File: config.mk
export PLATFORM = sky130hd
export DESIGN_NAME = rf_wb_arbiter
export DESIGN_NICKNAME = d
export VERILOG_FILES = /design/src/rtl/cv32e40p_rf_arb_pkg.sv /design/src/rtl/rf_wb_scoreboard.sv /design/src/rtl/rf_wb_arbiter.sv
export SDC_FILE = /design/constraint.sdc
export NUM_CORES = 1
export LEC_CHECK = 0
export BUFFER_PORTS_ARGS = -buffer_cell sky130_fd_sc_hd__buf_2
export CORE_MARGIN = 1
export CORE_UTILIZATION = 53
export DETAILED_ROUTE_END_ITERATION = 16
export PLACE_DENSITY_LB_ADDON = 0.25
export SYNTH_ARGS = -nofsm -noshare
export SYNTH_HDL_FRONTEND = slang
export SYNTH_SLANG_ARGS = --single-unit
File: constraint.sdc
create_clock -name clk -period 13 [get_ports clk]
set_input_delay 0 -clock clk [delete_from_list [all_inputs] [get_ports clk]]
set_output_delay 0 -clock clk [all_outputs]
set_load 0.02 [all_outputs]
File: src/rtl/cv32e40p_rf_arb_pkg.sv
// Shared types and helpers for the register-file writeback arbiter.
// rr_first_idx is the round-robin scan used by both write-port grant slots.
package cv32e40p_rf_arb_pkg;

  localparam int unsigned RF_X0_ADDR    = 0;
  localparam int unsigned RF_ADDR_WIDTH = 6;
  localparam int unsigned RF_DATA_WIDTH = 32;

  typedef struct packed {
    logic [RF_ADDR_WIDTH-1:0] addr;
    logic [RF_DATA_WIDTH-1:0] data;
  } rf_wb_req_t;

  // Returns {found, index} of the first set bit of (valid & mask), scanning
  // start, start+1, ... modulo n. Vectors are sized for the maximum of 8 requesters.
  function automatic logic [3:0] rr_first_idx(input logic [7:0]  valid,
                                              input logic [2:0]  start,
                                              input logic [7:0]  mask,
                                              input int unsigned n);
    logic [3:0]  res;
    int unsigned idx;
    res = '0;
    for (int unsigned k = 0; k < 8; k++) begin
      idx = (32'(start) + k) % n;
      if ((k < n) && !res[3] && valid[idx[2:0]] && mask[idx[2:0]]) begin
        res = {1'b1, idx[2:0]};
      end
    end
    return res;
  endfunction

endpackage

File: src/rtl/rf_wb_scoreboard.sv
// Busy-bit table over all register addresses; flags RAW on operand reads and WAW on issue.
// Lookups are combinational from busy_q only; a same-cycle issue beats a same-cycle writeback clear.
module rf_wb_scoreboard
  import cv32e40p_rf_arb_pkg::*;
#(
  parameter int unsigned ADDR_WIDTH = 6
) (
  input  logic                  clk,
  input  logic                  rst_n,
  input  logic                  we_a_i,
  input  logic [ADDR_WIDTH-1:0] waddr_a_i,
  input  logic                  we_b_i,
  input  logic [ADDR_WIDTH-1:0] waddr_b_i,
  input  logic                  issue_valid_i,
  input  logic [ADDR_WIDTH-1:0] issue_addr_i,
  output logic                  issue_hazard_o,
  input  logic [ADDR_WIDTH-1:0] raddr_a_i,
  input  logic [ADDR_WIDTH-1:0] raddr_b_i,
  input  logic [ADDR_WIDTH-1:0] raddr_c_i,
  output logic                  hazard_a_o,
  output logic                  hazard_b_o,
  output logic                  hazard_c_o
);

  localparam int unsigned NREG = 1 << ADDR_WIDTH;

  logic [NREG-1:0] busy_q, busy_d;

  always_comb begin
    busy_d = busy_q;
    if (we_a_i) busy_d[waddr_a_i] = 1'b0;
    if (we_b_i) busy_d[waddr_b_i] = 1'b0;
    // Applied last so a younger issue survives the retiring write of the same register.
    if (issue_valid_i && (issue_addr_i != ADDR_WIDTH'(RF_X0_ADDR)) && !busy_q[issue_addr_i]) begin
      busy_d[issue_addr_i] = 1'b1;
    end
  end

  always_ff @(posedge clk or negedge rst_n) begin
    if (!rst_n) busy_q <= '0;
    else        busy_q <= busy_d;
  end

  assign issue_hazard_o = busy_q[issue_addr_i];
  assign hazard_a_o     = busy_q[raddr_a_i];
  assign hazard_b_o     = busy_q[raddr_b_i];
  assign hazard_c_o     = busy_q[raddr_c_i];

endmodule

File: src/rtl/rf_wb_arbiter.sv
// Round-robin arbiter granting up to two writeback requesters per cycle onto register-file ports W1/W2.
// Grants are combinational, port writes registered (1 cycle); optional scoreboard via CV32E40P_RF_SCOREBOARD_EN.
module rf_wb_arbiter
  import cv32e40p_rf_arb_pkg::*;
#(
  parameter int unsigned NREQ       = 4,
  parameter int unsigned ADDR_WIDTH = 6,
  parameter int unsigned DATA_WIDTH = 32
) (
  input  logic                       clk,
  input  logic                       rst_n,
  input  logic [NREQ-1:0]            wb_valid_i,
  output logic [NREQ-1:0]            wb_ready_o,
  input  logic [NREQ*ADDR_WIDTH-1:0] wb_addr_i,
  input  logic [NREQ*DATA_WIDTH-1:0] wb_data_i,
  output logic [ADDR_WIDTH-1:0]      waddr_a_o,
  output logic [DATA_WIDTH-1:0]      wdata_a_o,
  output logic                       we_a_o,
  output logic [ADDR_WIDTH-1:0]      waddr_b_o,
  output logic [DATA_WIDTH-1:0]      wdata_b_o,
  output logic                       we_b_o,
  input  logic                       issue_valid_i,
  input  logic [ADDR_WIDTH-1:0]      issue_addr_i,
  output logic                       issue_hazard_o,
  input  logic [ADDR_WIDTH-1:0]      raddr_a_i,
  input  logic [ADDR_WIDTH-1:0]      raddr_b_i,
  input  logic [ADDR_WIDTH-1:0]      raddr_c_i,
  output logic                       hazard_a_o,
  output logic                       hazard_b_o,
  output logic                       hazard_c_o
);

  localparam int unsigned RR_W = $clog2(NREQ);

  logic [RR_W-1:0]       rr_q, rr_d;
  logic [ADDR_WIDTH-1:0] waddr_a_q, waddr_a_d, waddr_b_q, waddr_b_d;
  logic [DATA_WIDTH-1:0] wdata_a_q, wdata_a_d, wdata_b_q, wdata_b_d;
  logic                  we_a_q, we_a_d, we_b_q, we_b_d;

  logic [ADDR_WIDTH-1:0] addr_arr [NREQ];
  logic [DATA_WIDTH-1:0] data_arr [NREQ];
  logic [7:0]            valid8, mask2;
  logic [3:0]            s1, s2;
  logic                  g1_vld, g2_vld;
  logic [2:0]            g1_idx, g2_idx;
  logic [ADDR_WIDTH-1:0] addr1, addr2;
  logic [DATA_WIDTH-1:0] data1, data2;
  logic [NREQ-1:0]       grant;

  always_comb begin
    for (int unsigned i = 0; i < NREQ; i++) begin
      addr_arr[i] = wb_addr_i[i*ADDR_WIDTH +: ADDR_WIDTH];
      data_arr[i] = wb_data_i[i*DATA_WIDTH +: DATA_WIDTH];
    end
  end

  always_comb begin
    valid8             = '0;
    valid8[NREQ-1:0]   = wb_valid_i;
    s1                 = rr_first_idx(valid8, 3'(rr_q), 8'hFF, NREQ);
    g1_vld             = s1[3];
    g1_idx             = s1[2:0];
    addr1              = '0;
    data1              = '0;
    for (int unsigned i = 0; i < NREQ; i++) begin
      if (3'(i) == g1_idx) begin
        addr1 = addr_arr[i];
        data1 = data_arr[i];
      end
    end
    // Slot 2 continues the scan after slot 1, skipping anyone targeting slot 1's register.
    mask2 = '0;
    for (int unsigned i = 0; i < NREQ; i++) begin
      mask2[i] = (3'(i) != g1_idx) && (addr_arr[i] != addr1);
    end
    s2     = rr_first_idx(valid8, 3'((32'(g1_idx) + 1) % NREQ), mask2, NREQ);
    g2_vld = g1_vld & s2[3];
    g2_idx = s2[2:0];
    addr2  = '0;
    data2  = '0;
    for (int unsigned i = 0; i < NREQ; i++) begin
      if (3'(i) == g2_idx) begin
        addr2 = addr_arr[i];
        data2 = data_arr[i];
      end
    end
    for (int unsigned i = 0; i < NREQ; i++) begin
      grant[i] = (g1_vld && (3'(i) == g1_idx)) || (g2_vld && (3'(i) == g2_idx));
    end
  end

  always_comb begin
    rr_d      = rr_q;
    waddr_a_d = waddr_a_q;
    wdata_a_d = wdata_a_q;
    we_a_d    = 1'b0;
    waddr_b_d = waddr_b_q;
    wdata_b_d = wdata_b_q;
    we_b_d    = 1'b0;
    if (g2_vld)      rr_d = RR_W'((32'(g2_idx) + 1) % NREQ);
    else if (g1_vld) rr_d = RR_W'((32'(g1_idx) + 1) % NREQ);
    if (g1_vld) begin
      waddr_a_d = addr1;
      wdata_a_d = data1;
      we_a_d    = (addr1 != ADDR_WIDTH'(RF_X0_ADDR));
    end
    if (g2_vld) begin
      waddr_b_d = addr2;
      wdata_b_d = data2;
      we_b_d    = (addr2 != ADDR_WIDTH'(RF_X0_ADDR));
    end
  end

  always_ff @(posedge clk or negedge rst_n) begin
    if (!rst_n) begin
      rr_q      <= '0;
      waddr_a_q <= '0;
      wdata_a_q <= '0;
      we_a_q    <= 1'b0;
      waddr_b_q <= '0;
      wdata_b_q <= '0;
      we_b_q    <= 1'b0;
    end else begin
      rr_q      <= rr_d;
      waddr_a_q <= waddr_a_d;
      wdata_a_q <= wdata_a_d;
      we_a_q    <= we_a_d;
      waddr_b_q <= waddr_b_d;
      wdata_b_q <= wdata_b_d;
      we_b_q    <= we_b_d;
    end
  end

  // Reset gates ready so no requester believes it was accepted while flops are held.
  assign wb_ready_o = grant & {NREQ{rst_n}};
  assign waddr_a_o  = waddr_a_q;
  assign wdata_a_o  = wdata_a_q;
  assign we_a_o     = we_a_q;
  assign waddr_b_o  = waddr_b_q;
  assign wdata_b_o  = wdata_b_q;
  assign we_b_o     = we_b_q;

`ifdef CV32E40P_RF_SCOREBOARD_EN
  rf_wb_scoreboard #(
    .ADDR_WIDTH(ADDR_WIDTH)
  ) u_scoreboard (
    .clk           (clk),
    .rst_n         (rst_n),
    .we_a_i        (we_a_q),
    .waddr_a_i     (waddr_a_q),
    .we_b_i        (we_b_q),
    .waddr_b_i     (waddr_b_q),
    .issue_valid_i (issue_valid_i),
    .issue_addr_i  (issue_addr_i),
    .issue_hazard_o(issue_hazard_o),
    .raddr_a_i     (raddr_a_i),
    .raddr_b_i     (raddr_b_i),
    .raddr_c_i     (raddr_c_i),
    .hazard_a_o    (hazard_a_o),
    .hazard_b_o    (hazard_b_o),
    .hazard_c_o    (hazard_c_o)
  );
`else
  logic unused_sb_inputs;
  assign unused_sb_inputs = ^{issue_valid_i, issue_addr_i, raddr_a_i, raddr_b_i, raddr_c_i};
  assign issue_hazard_o   = 1'b0;
  assign hazard_a_o       = 1'b0;
  assign hazard_b_o       = 1'b0;
  assign hazard_c_o       = 1'b0;
`endif

endmodule

==> flow_summary.ini <==
[cts]
cts.clk_slew.worst_paths_ps = 60
cts_num_sinks = 80
cts_setup_buffers = 0
ctsResizeCount = 0
numCtsBuffers = 9
cts_buffer_depth = 2
clk_latency_ps = 340
htree_levels = 3
cts_tree = built
cts-root-buf = clkbuf_16
cts_hold_buf = 33

[logic_synthesis]
synthTopCellsByCount = 156 x nor2_1, 152 x a21oi_1, 103 x nand2_1
yosysMostFrequentCell = nor2_1
yosysWarningCount = 0
syn_area_per_cell_um2 = 7.10
synth_edf_count = 0
synth_top_cell_area_share_pct = 32.1
synthCells = 878
synth.area.top_cells = dfrtp_1 32%, a21oi_1 12%, nor2_1 9.4%
synth_top_area_cell = dfrtp_1
ys_seq_elements = 80
ys_seq_area_share_pct = 32.1
synth-main-ff-cell = dfrtp_1
syn_area_mm2 = 0.00624
async_flop_share_pct = 100
ys_types = 67

[worst_setup_path]
slowest_stage = ha_2
end_kind = register
reg2reg_from = rr_q[1]
worst_path_most_repeated_cell = nor2_1
crit_chain = mux2i_1 > nor2_1 > nor3_1 > clkinv_1 > ha_2 > nor2b_1 > a221oi_2 > xnor2_1 > o2111ai_1 > o21ai_0 > a32oi_1 > or3b_1 > o211ai_1 > ha_2 > nor2b_2 > buf_4 > a22oi_1 > nor2_1 > a21oi_1 > nor2_1 > a21oi_1 > o21ai_1
start_kind = register
critPathMaxStageDelay_ps = 1020
ff2ff_setup_slack_ps = 6060
criticalPathCategory = register to register
critical_path_buf_inv_count = 2
rr_worst_depth = 22
arrival_ps = 7120
worst_ep_required_time_ps = 13190
worst-path-max-fanout = 46
timing.rr.end = wdata_b_o[6]
cp_top_family = compound AO/OA/AOI/OAI gates

[floorplanning]
io_pins = 269
placementRows = 39
die_area_mm2 = 0.0122
die_h_um = 110
core-area_mm2 = 0.0114
die_x_um = 110
start_util_pct = 54.6

[power_and_ir_drop]
swShare_pct = 54.4
p_leak_uw = 0.00369
seqPwrFrac_pct = 17.3
ir_worst_vdd_v = 0.000211
p_clk_share_pct = 9.9
p_comb_share_pct = 72.8
power.switching_uw = 1360
pwr_density_cell_mw_per_mm2 = 313
p_int_uw = 1140

[job]
max_cap_violations = 0

[min_path]
hold_depth = 3
hp-class = primary input to register
hold_start = wb_addr_i[20]
holdPathEnd = waddr_b_o[2]

[routing]
routed_wl_um = 21500
ant_nets = 0
first_pass_iters = 5
vias_per_cell = 5.96
vias = 7429
drt_iter0_drc = 735
drc_errors = 0
route.detailed.wl_per_inst_um = 17.2

[global_routing]
met2_usage_pct = 56.2
grt_max_degree = 78
grt_pass1_wl_um = 34100
grt_pass1_vias = 6824
met3_usage_pct = 5.76
grt-ovfl-total = 0
grt_util_met1_pct = 45.4
grt_util_all_layers_pct = 34.7
antenna_found_initial = 4
top_usage_layer = met2

[layout]
drive_gt1_share_pct = 26.4
fin_util_pct = 70.2
area_growth_pct = 28.5
nNetsFinal = 1285
final_cells = 1246
finalInstanceArea_mm2 = 0.00801

[status]
status = finished clean

[sta]
relSlewSlack_pct = 25.9
setup_ws_ps = 6060
finalClockSkew_ps = 5.84
rsz0062_at_grt = false
setup_viol = 0
min_period_ps = 6940
min_period_over_period_pct = 53.4
final.setup.tns_ps = 0
finalMaxSlewViolations = 0
hold_viol = 0
worst_slew_pin_slew_ps = 1110
fmax_ghz = 0.144

[placed_design]
numPortBuffers = 239
place.gp.congestion = 0.936
dp_worst_setup_slack_ps = 6230
dp_hpwl_um = 14000
placed_cells = 1193
place_area_mm2 = 0.00738
==> how the worst max path moves through the flow <==
stage,from,cells past startpoint,slack [ps],end
CTS,rr_q[1],22,6190,wdata_b_o[6]
floorplan,rr_q[1],24,7850,wdata_b_o[10]
global placement,rr_q[1],22,6240,wdata_b_o[6]
global route,rr_q[1],22,5500,wdata_b_o[2]
finish,rr_q[1],22,6060,wdata_b_o[6]
detailed placement,rr_q[1],22,6230,wdata_b_o[6]
==> cell usage in the layout, fill, tap and decap left out, types with 3 or more instances in the layout <==
cell type	instances
nand2b_1	5
a21oi_1	152
clkbuf_16	9
o21ai_0	39
xnor2_1	14
o21ai_1	37
a211oi_1	4
nor3_1	6
nand2_1	103
inv_1	11
a221oi_2	3
mux2i_1	7
diode_2	4
o21a_1	3
nor2b_1	13
dfrtp_1	80
ha_2	6
a31oi_1	5
buf_4	12
nand3b_1	7
dlygate4sd3_1	33
nor3b_1	3
nor2_1	156
conb_1	4
clkbuf_8	3
o2111ai_1	7
nand3_1	13
a22oi_1	65
buf_2	238
==> routing by layer <==
metal,vias up,routed length [um]
met2,426,9930
met5,-,0
met3,70,1950
met4,0,719
li1,3544,-
met1,3389,8870
==> registers in the layout, summed over array words and instances, names as in the netlist <==
register,count
waddr_a_o,6
we_a_o,1
rr_q,2
wdata_a_o,32
wdata_b_o,32
we_b_o,1
waddr_b_o,6
==> stage by stage <==
stage               total power, uW  hold WS [ps]
floorplan                      1770          -296
global placement               2190         -95.9
detailed placement             2220         -95.3
CTS                            2480          12.8
global route                   2730          51.7
finish                         2510          22.3
==> kinds of logic (layout without fill, tap and decap cells) <==
| kind of cell | after synthesis | after routing | share of synthesized area [%] |
|---|---|---|---|
| other | 1 | 8 | 0.0601 |
| DFF | 80 | 80 | 32.1 |
| muxes | 7 | 7 | 1.12 |
| and+or+nand+nor | 325 | 325 | 22.3 |
| adders and majority gates | 8 | 8 | 1.61 |
| buffers and inverters | 95 | 313 | 6.66 |
| xor gates and xnor gates | 16 | 16 | 2.25 |
| AOI/OAI and AO/OA | 346 | 346 | 33.9 |
==> final cells by class <==
class                           instances  area (um^2)
Sequential cell                        80         2000
Clock inverter                          4         26.3
Tap cell                              143          179
Fill cell                            1024         3410
Timing Repair Buffer                  283         1610
Multi-Input combinational cell        706         3860
Antenna cell                            4         10.0
Inverter                               14         52.6
Clock buffer                           12          267
==> power groups by stage <==
stage,clock (uW),combinational [uW],sequential (uW)
6_report,248,1820,434
2_1_floorplan,0,1210,565
5_1_grt,263,2020,448
3_5_place_dp,0,1780,436
3_3_place_gp,0,1760,431
4_1_cts,255,1800,433
==> worst register-to-register path: stages (launching register included) <==
cell       delay [ps]
dfrtp_1           470
mux2i_1           260
nor2_1             60
nor3_1            250
clkinv_1          360
ha_2              560
nor2b_1           290
a221oi_2          630
xnor2_1           240
o2111ai_1         280
o21ai_0           340
a32oi_1           250
or3b_1            400
o211ai_1          190
ha_2             1020
nor2b_2           120
buf_4             320
a22oi_1           200
nor2_1             60
a21oi_1           160
nor2_1             60
a21oi_1           190
o21ai_1            80
(Power assumes the default switching activity.)
